==> src/rtl/trng_frame_packer.sv <==
// trng_frame_packer: gathers serial entropy bits into a frame, launches it to the
// SPI master with a one-cycle start pulse, holds the frame until finish, then waits
// out a hold-off gap. A WAIT timeout abandons a hung transfer (sticky flag).
// Optional build macro TRNG_SEQ_NUM_EN: the top 8 frame bits carry frame_cnt[7:0]
// and the collector fills only DATA_WIDTH-8 bits.
module trng_frame_packer #(
    parameter int unsigned DATA_WIDTH     = 96,
    parameter int unsigned HOLDOFF_CYCLES = 16,
    parameter int unsigned TIMEOUT_CYCLES = 4096
) (
    input  logic                  clk,
    input  logic                  rst_n,
    input  logic                  enable,
    input  logic                  rnd_bit,
    input  logic                  rnd_valid,
    input  logic                  finish,
    output logic                  start,
    output logic [DATA_WIDTH-1:0] data_o,
    output logic                  busy,
    output logic [15:0]           frame_cnt,
    output logic [15:0]           drop_cnt,
    output logic                  timeout_err
);

`ifdef TRNG_SEQ_NUM_EN
    localparam int unsigned FILL = DATA_WIDTH - 8;
`else
    localparam int unsigned FILL = DATA_WIDTH;
`endif
    localparam int unsigned CW   = $clog2(DATA_WIDTH + 1);
    localparam int unsigned TMAX = (TIMEOUT_CYCLES > HOLDOFF_CYCLES) ? TIMEOUT_CYCLES
                                                                      : HOLDOFF_CYCLES;
    localparam int unsigned TW   = $clog2(TMAX + 1);

    localparam logic [CW-1:0] CCNT_FULL = CW'(FILL);
    localparam logic [TW-1:0] T_TIMEOUT = TW'(TIMEOUT_CYCLES - 1);
    localparam logic [TW-1:0] T_HOLD    = TW'(HOLDOFF_CYCLES - 1);

    localparam logic [2:0] S_IDLE  = 3'd0;
    localparam logic [2:0] S_LOAD  = 3'd1;
    localparam logic [2:0] S_START = 3'd2;
    localparam logic [2:0] S_WAIT  = 3'd3;
    localparam logic [2:0] S_GAP   = 3'd4;

    logic [2:0]      state;
    logic [2:0]      state_nxt;
    logic [FILL-1:0] col;
    logic [CW-1:0]   ccnt;
    logic [TW-1:0]   timer;
    logic            full;
    logic            in_load;
    logic            bit_in;
    logic            drop;
    logic            timed_out;

    assign full      = (ccnt == CCNT_FULL);
    assign in_load   = (state == S_LOAD);
    assign bit_in    = enable & rnd_valid;
    // A full collector in LOAD is being emptied, so that bit is not a drop.
    assign drop      = bit_in & full & ~in_load;
    assign timed_out = (state == S_WAIT) & ~finish & (timer == T_TIMEOUT);

    assign start = (state == S_START);
    assign busy  = (state != S_IDLE);

    // Collector: shift bits in LSB-first; LOAD empties it and may take bit 0 at once.
    always_ff @(posedge clk) begin
        if (!rst_n) begin
            col  <= '0;
            ccnt <= '0;
        end else if (in_load) begin
            ccnt <= bit_in ? CW'(1) : '0;
            if (bit_in) begin
                col[0] <= rnd_bit;
            end
        end else if (bit_in && !full) begin
            col[ccnt] <= rnd_bit;
            ccnt      <= ccnt + CW'(1);
        end
    end

    // Sender next-state decode.
    always_comb begin
        state_nxt = state;
        unique case (state)
            S_IDLE:  if (enable && full) state_nxt = S_LOAD;
            S_LOAD:  state_nxt = S_START;
            S_START: state_nxt = S_WAIT;
            S_WAIT:  if (finish || timer == T_TIMEOUT) state_nxt = S_GAP;
            S_GAP:   if (timer == T_HOLD) state_nxt = S_IDLE;
            default: state_nxt = S_IDLE;
        endcase
    end

    // State register and shared WAIT/GAP timer (restarts at each phase entry).
    always_ff @(posedge clk) begin
        if (!rst_n) begin
            state <= S_IDLE;
            timer <= '0;
        end else begin
            state <= state_nxt;
            unique case (state)
                S_START: timer <= '0;
                S_WAIT:  timer <= (finish || timer == T_TIMEOUT) ? '0 : timer + TW'(1);
                S_GAP:   timer <= timer + TW'(1);
                default: timer <= '0;
            endcase
        end
    end

    // Frame register: written only in LOAD, so it is stable through WAIT and GAP.
    always_ff @(posedge clk) begin
        if (!rst_n) begin
            data_o <= '0;
        end else if (in_load) begin
`ifdef TRNG_SEQ_NUM_EN
            data_o <= {frame_cnt[7:0], col};
`else
            data_o <= col;
`endif
        end
    end

    // Statistics: wrapping frame count, saturating drop count, sticky timeout flag.
    always_ff @(posedge clk) begin
        if (!rst_n) begin
            frame_cnt   <= '0;
            drop_cnt    <= '0;
            timeout_err <= 1'b0;
        end else begin
            if (state == S_WAIT && finish) begin
                frame_cnt <= frame_cnt + 16'd1;
            end
            if (drop && drop_cnt != 16'hFFFF) begin
                drop_cnt <= drop_cnt + 16'd1;
            end
            if (timed_out) begin
                timeout_err <= 1'b1;
            end
        end
    end

endmodule

==> config.mk <==
export PLATFORM = sky130hd
export DESIGN_NAME = trng_frame_packer
export DESIGN_NICKNAME = d
export VERILOG_FILES = /design/src/rtl/trng_frame_packer.sv
export SDC_FILE = /design/constraint.sdc
export NUM_CORES = 1
export LEC_CHECK = 0
export CORE_MARGIN = 3
export CORE_UTILIZATION = 57
export CTS_CLUSTER_SIZE = 16
export DETAILED_ROUTE_END_ITERATION = 6
export DONT_BUFFER_PORTS = 1
export PLACE_DENSITY_LB_ADDON = 0.15
export SYNTH_ARGS = -nofsm -noshare
export SYNTH_HDL_FRONTEND = slang
export SYNTH_SLANG_ARGS = --single-unit
==> constraint.sdc <==
create_clock -name clk -period 1.9 [get_ports clk]
set_input_delay 0.285 -clock clk [delete_from_list [all_inputs] [get_ports clk]]
set_output_delay 0.285 -clock clk [all_outputs]
set_load 0.01 [all_outputs]
==> results of run 1 <==
## stage by stage
step           instances  utilization (%)  hold slack [ps]
5_1_grt             1468             67.9             21.9
3_5_place_dp        1417             62.2              446
3_3_place_gp        1417             62.2              441
6_report            1468             67.9             32.5
2_1_floorplan       1201                -              426
4_1_cts             1465             67.6             11.9
## per-layer routing
layer  routed length [um]  GRT usage (%)  vias up  share of wire (%)
li1                     -              -     4177                  -
met1                10800           35.5     3970                 42
met2                11800           42.3      303                 47
met3                 2240           7.20       55                8.8
met4                  629           6.71        0                2.5
met5                    0              0        -                  0
## logic make-up after synthesis
kind of cell	after synthesis
AOI/OAI and AO/OA	285
and+or+nand+nor	503
muxes	23
adders and majority gates	5
buffers and inverters	99
xor gates and xnor gates	38
DFF	248
## worst reg2reg max path, stage by stage (launching register included)
cell and delay [ps]:
dfxtp_1 310, buf_4 160, or2_2 350, nor2_1 480
buf_4 240, nand3_1 80, a21oi_1 130
## report_power, final
part / switching (mW) / internal, mW / leakage (nW)
combinational: 0.181 / 0.0619 / 1.49
clock: 1.97 / 2.96 / 0.415
sequential: 0.00212 / 5.20 / 2.00
## sequential cells by signal (all words and copies together) (netlist names)
name         flops
timeout_err      1
drop_cnt        16
timer           13
ccnt             7
col             96
frame_cnt       16
data_o          96
state            3
## Yosys cell counts, drive strengths merged, types with 7 or more instances
library cell	number	area (um^2)
nor3	15	75.1
mux2i	23	230
nand4	9	56.3
o31ai	29	218
o21ai	56	284
buf	29	169
xnor2	20	175
a21oi	182	911
nand3	100	500
xor2	18	158
dfxtp	248	4960
clkbuf	57	214
nor2	76	285
nand2	255	957
inv	13	48.8
and4	7	63.8
or3	7	43.8
## cells in the final DEF (no fill, tap or decap), drive strengths merged, types with 2 or more instances in the layout
cell type	n
and3	6
xnor2	20
nor2	76
ha	5
or2	3
o21bai	2
mux2i	23
nor3	15
nand3	100
o21ai	56
o2111ai	6
and4	7
dfxtp	248
or3	7
o211ai	2
nand4	9
nand2	255
a21oi	182
nand2b	4
clkbuf	40
o31ai	29
a211oi	2
buf	87
xor2	18
and2	4
nor2b	4
inv	14
nor4	6
clkinv	3
a31oi	2
## repair_timing
| action | CTS | global route |
|---|---|---|
| setup buffers | 0 | 3 |
| pin swaps | 0 | 1 |
| hold endpoints to repair | 109 | 0 |
| gates resized for setup | 1 | 4 |
| endpoints found under the setup margin | 2 | 42 |
| hold buffers | 3 | 0 |
## cell type report
cell class | instances | area share (%)
sequential | 248 | 43.8
tap | 220 | 2.43
clock inverter | 5 | 0.475
clock buffer | 40 | 6.92
inverter | 13 | 0.475
timing repair buffer | 88 | 6.69
multi-input combinational | 854 | 39.2
## worst paths after layout
check,depth (start not counted),to,slack (ps)
max,6,col[4]$_SDFFE_PN0P_,90
min,3,timeout_err$_SDFFE_PN0P_,30
min reg2reg,2,data_o[86]$_SDFFE_PN0P_,450
max reg2reg,6,col[4]$_SDFFE_PN0P_,90
==> out/metrics.cfg, run 1 <==
[outcome]
run_status = completed

[global_route]
overflow = 0
grt_antenna_before_repair = 0
grt_pass1_vias = 7937
grt_pass1_wl_mm = 40.4
grt_usage_pct = 26.4
grt_start_max_net_pins = 85

[place]
dp_hpwl_mm = 16.6
pre_cts_ws_ps = 41.2
placed_area_um2 = 10400
gp_congestion = 0.962
portBuffers = 0

[synth]
synth-xor-area-share_pct = 3.39
yosys_warnings = 0
synth_top_family_by_area = simple AND/OR/NAND/NOR gates
synth-compound-area-share_pct = 16.0
netlist_instances = 1201
syn-num-nets = 1212
synthAdderAreaFrac_pct = 0.638
synth.avg_cell_area_um2 = 8.17
ys_types = 48
async_flop_share_pct = 0
syn_area_um2 = 9810
ys.flop_type = dfxtp_1
muxShareOfSynthArea_pct = 2.35
ys_seq_area_share_pct = 50.6
ys_ff_latch = 248
synth-edff-count = 0
yosys.area_share.simple_pct = 22.6

[route]
avgRoutedWirePerCell_um = 17.4
viasPerCell = 5.79
vias = 8505
drtIter0Drc = 785
drt_first_pass_iters = 7
ant_nets = 0
drc = 0
wl_mm = 25.5

[critical_path]
critPathSlowestCell = nor2_1
path_class = reg -> reg
cp_max_fo = 8
critical_path_buf_inv_count = 2
path_cells = buf_4 > or2_2 > nor2_1 > buf_4 > nand3_1 > a21oi_1
start_kind = flip-flop
crit_top_cell = buf_4
reg2reg_from = ccnt[0]$_SDFFE_PN0P_
crit_path_max_incr_delay_ps = 480
required_ps = 2340
cp-end-kind = flip-flop
crit_arrival_ps = 2250
worstSetupStartpoint = ccnt[0]$_SDFFE_PN0P_
cp_top_family = simple AND/OR/NAND/NOR gates

[sta]
final_hold_viol_count = 0
fin_crit_ps = 1810
slew_headroom_pct = 47.3
fin_skew_ps = 18.3
fmax_mhz = 554
setup_slack_ps = 94.7
setup_viol = 0
drv_slew = 0
post-route-period-util_pct = 95.0
worst_pin_slew_ps = 791
setup_tns_ps = 0

[power]
irDropWorstVdd_mv = 0.684
p_total_mw = 10.4
power.density_nw_per_um2 = 916
p_leak_nw = 3.90

[floorplan]
die_x_um = 137
num_rows = 47
start_util_pct = 58.7
die_h_um = 137
io-pin-count = 137
dieArea_um2 = 18800
core_area_um2 = 16700

[final_layout]
fillers = 1411
drive_above_1_share_pct = 11.3
multi_input_comb_area_um2 = 4440
final_cell_area_um2 = 11300
seqCellArea_um2 = 4970
antenna_cells = 0
fin_nets = 1242
area_growth_pct = 15.5

[clocking]
clk_latency_ps = 520
cts.reportedPaths.clkPinSlew_ps = 60
cts_max_path_buffers = 3
cts_tree = built
cts_root_buf = clkbuf_16
numClockSinks = 248
cts_made_buffers = 26
htree_levels = 1

[job]
max_cap_violations = 0

[worst_hold_path]
hp-start = finish
min_path_type = in -> reg

(Power assumes the default switching activity.)
==> run 2, diff against run 1 <==
--- a/config.mk
+++ b/config.mk
@@ -5,6 +5,7 @@
 export SDC_FILE = /design/constraint.sdc
 export NUM_CORES = 1
 export LEC_CHECK = 0
+export ABC_AREA = 1
 export CORE_MARGIN = 3
 export CORE_UTILIZATION = 57
 export CTS_CLUSTER_SIZE = 16
==> run 2 against run 1 <==
  * Synthesized cell count increased by 26%
  * Total power increased by 38%
  * Critical endpoint is now data_o[73]$_SDFFE_PN0P_
  * Count of clock-buffer cells in the layout decreased by 3
  * Critical path type unchanged
  * Maximum frequency increased by 1.9%
  * Highest routed layer unchanged
  * Clock skew decreased by 11 ps
  * Sequential cell count unchanged
  * Design area increased by 9.6%
  * Clock power increased by 4.3%
==> out/metrics.cfg, run 2 <==
[place]
dp_hpwl_mm = 17.2
placed_area_um2 = 11100
portBuffers = 0
dpl.cell_count = 1727
gp_congestion = 0.922

[final_layout]
area_growth_pct = 17.4
multi_input_comb_area_um2 = 5010
final_cell_mix = nor2_1 (375), nand2_1 (305), dfxtp_1 (248)
instances_no_fill = 1816
final_common_cell = nor2_1
final_util_pct = 68.7
seqCellArea_um2 = 4960
final_cell_area_um2 = 12400
fin_nets = 1580
antenna_cells = 0
top_regs = col: 96 flops, data_o: 96 flops
fillers = 1517
drive_above_1_share_pct = 8.95

[synth]
synth_top_area_share_pct = 46.9
ys_top_cells_by_count = nor2_1 (376), nand2_1 (305), dfxtp_1 (248)
ys_ff_latch = 248
netlist_instances = 1515
ys_top_cells_by_area = dfxtp_1 (47%), nor2_1 (13%), nand2_1 (11%)
syn_area_um2 = 10600
ys.flop_type = dfxtp_1
async_flop_share_pct = 0
ys_seq_area_share_pct = 46.9
synth.avg_cell_area_um2 = 6.99
syn-num-nets = 1526
synth-edff-count = 0
yosysMostFrequentCell = nor2_1
ys_types = 35
synth_top_area_cell = dfxtp_1
yosys_warnings = 0

[route]
avgRoutedWirePerCell_um = 14.7
wl_met3_mm = 2.19
wl_mm = 26.7
vias = 9887
drc = 0
top_layer = met4
drt_first_pass_iters = 7
viasPerCell = 5.44
ant_nets = 0
m1WireLength_mm = 11.5
drtIter0Drc = 692
route.met2.wl_mm = 12.3

[clocking]
cts.reportedPaths.clkPinSlew_ps = 60
cts_root_buf = clkbuf_16
cts_tree = built
numClockSinks = 248
cts_made_buffers = 26
clk_latency_ps = 520
post_cts_buffers = 0
cts_max_path_buffers = 3
htree_levels = 1

[sta]
slew_headroom_pct = 62.0
drv_slew = 0
worst_pin_slew_ps = 566
fin_crit_ps = 1770
hold_ws_ps = 42.8
setup_tns_ps = 0
final_hold_viol_count = 0
fin_skew_ps = 7.08
post-route-period-util_pct = 93.2
setup_viol = 0
fmax_mhz = 564

[global_route]
grt_antenna_before_repair = 0
grt_pass1_vias = 9106
grt_usage_pct = 26.0
grt_pass1_wl_mm = 44.3
grt_start_max_net_pins = 109
overflow = 0

[power]
p_leak_nw = 4.57
switching_share_pct = 30.1
switchingPower_mw = 4.32
irDropWorstVdd_mv = 1.04
clkPwrFrac_pct = 35.9
power.density_nw_per_um2 = 1150
p_seq_share_pct = 47.9
pwr-share-comb_pct = 16.2
internal_power_mw = 10.0

[floorplan]
num_rows = 49
die_x_um = 142
start_util_pct = 58.5
die_h_um = 142
io-pin-count = 137
dieArea_um2 = 20200
core_area_um2 = 18100

[worst_hold_path]
hold_end = timeout_err$_SDFFE_PN0P_
hp-start = finish
hold_depth = 3
min_path_type = in -> reg

[critical_path]
r2r-end = data_o[73]$_SDFFE_PN0P_
reg2reg_from = state[2]$_SDFFE_PN0P_
crit_path_max_incr_delay_ps = 590
cp-end-kind = flip-flop
required_ps = 2360
path_cells = inv_2 > nand3_2 > buf_6 > o21ai_0 > dlygate4sd3_1 > nor2_1
rr_worst_depth = 6
crit_arrival_ps = 2230
start_kind = flip-flop
path_class = reg -> reg
rrSetupSlack_ps = 130
cp_max_fo = 40
critPathSlowestCell = dlygate4sd3_1

[outcome]
run_status = completed

[job]
max_cap_violations = 0

-- run 2: changes by cell type after synthesis, moves of 12 or more --
cell     delta
inv_1      +49
nand3_1    +17
nor2_1    +300
nand3_2    +12
nand2_1    +50
o21ai_0    +62
xnor2_1    -14
o31ai_1    -28
mux2i_1    -23
a21oi_1    -57
-- run 2: critical path, delay by kind of cell, from the launching register on --
family | cells | cell delay, ps
buffers and inverters | 3 | 960
and+or+nand+nor | 2 | 200
AOI/OAI and AO/OA | 1 | 130
DFF | 1 | 400
-- run 2: per-layer routing --
metal,GRT usage (%),up-vias
li1,-,4996
met1,34.1,4536
met2,42.8,300
met3,6.49,55
met4,7.22,0
met5,0,-
-- run 2: logic make-up after synthesis --
family | Yosys count | share of synthesized area [%]
buffers and inverters | 149 | 5.85
XOR/XNOR | 16 | 1.32
AND/OR/NAND/NOR | 850 | 33.5
AO/OA/AOI/OAI | 247 | 11.8
flip-flops | 248 | 46.9
adder cells (fa/ha/maj) | 5 | 0.591
-- run 2: worst max path at each step --
stage                                     start                       to  slack (ps)  depth (start not counted)
after global placement    state[2]$_SDFFE_PN0P_   data_o[6]$_SDFFE_PN0P_          90                          7
after detailed placement  state[2]$_SDFFE_PN0P_   data_o[6]$_SDFFE_PN0P_          60                          7
after floorplan            ccnt[0]$_SDFFE_PN0P_     col[64]$_SDFFE_PN0P_         250                         12
final                     state[2]$_SDFFE_PN0P_  data_o[73]$_SDFFE_PN0P_         130                          6
after CTS                 state[2]$_SDFFE_PN0P_   data_o[6]$_SDFFE_PN0P_          50                          7
after global routing      state[1]$_SDFFE_PN0P_  data_o[22]$_SDFFE_PN0P_          -6                          6
-- run 2: final cells by class --
class / count / area share, %
clock buffers: 37 / 6.22
clock inverters: 9 / 0.816
inverters: 74 / 2.32
multi-input cells: 1118 / 40.3
flip-flops and latches: 248 / 40.0
well taps: 229 / 2.31
repair buffers: 101 / 8.08
-- run 2: power groups by stage --
stage | clock [mW] | sequential, mW | combinational, mW
floorplan | 0 | 6.82 | 1.59
global placement | 0 | 6.98 | 1.94
detailed placement | 0 | 7.00 | 2.00
CTS | 5.21 | 6.89 | 2.30
global route | 5.48 | 6.98 | 2.66
finish | 5.14 | 6.87 | 2.33
-- run 2: metrics by stage --
stage	worst slack (ps)	total power, mW
after floorplan	246	8.41
after global placement	88.2	8.92
after detailed placement	59.7	9.00
after CTS	53.0	14.4
after global routing	-5.62	15.1
final	128	14.3
-- run 2: repair_timing --
| action | 4_1_cts | 5_1_grt |
|---|---|---|
| gates resized for setup | 0 | 8 |
| hold endpoints to repair | 208 | 0 |
| hold buffers | 43 | 0 |
| endpoints found under the setup margin | 0 | 73 |
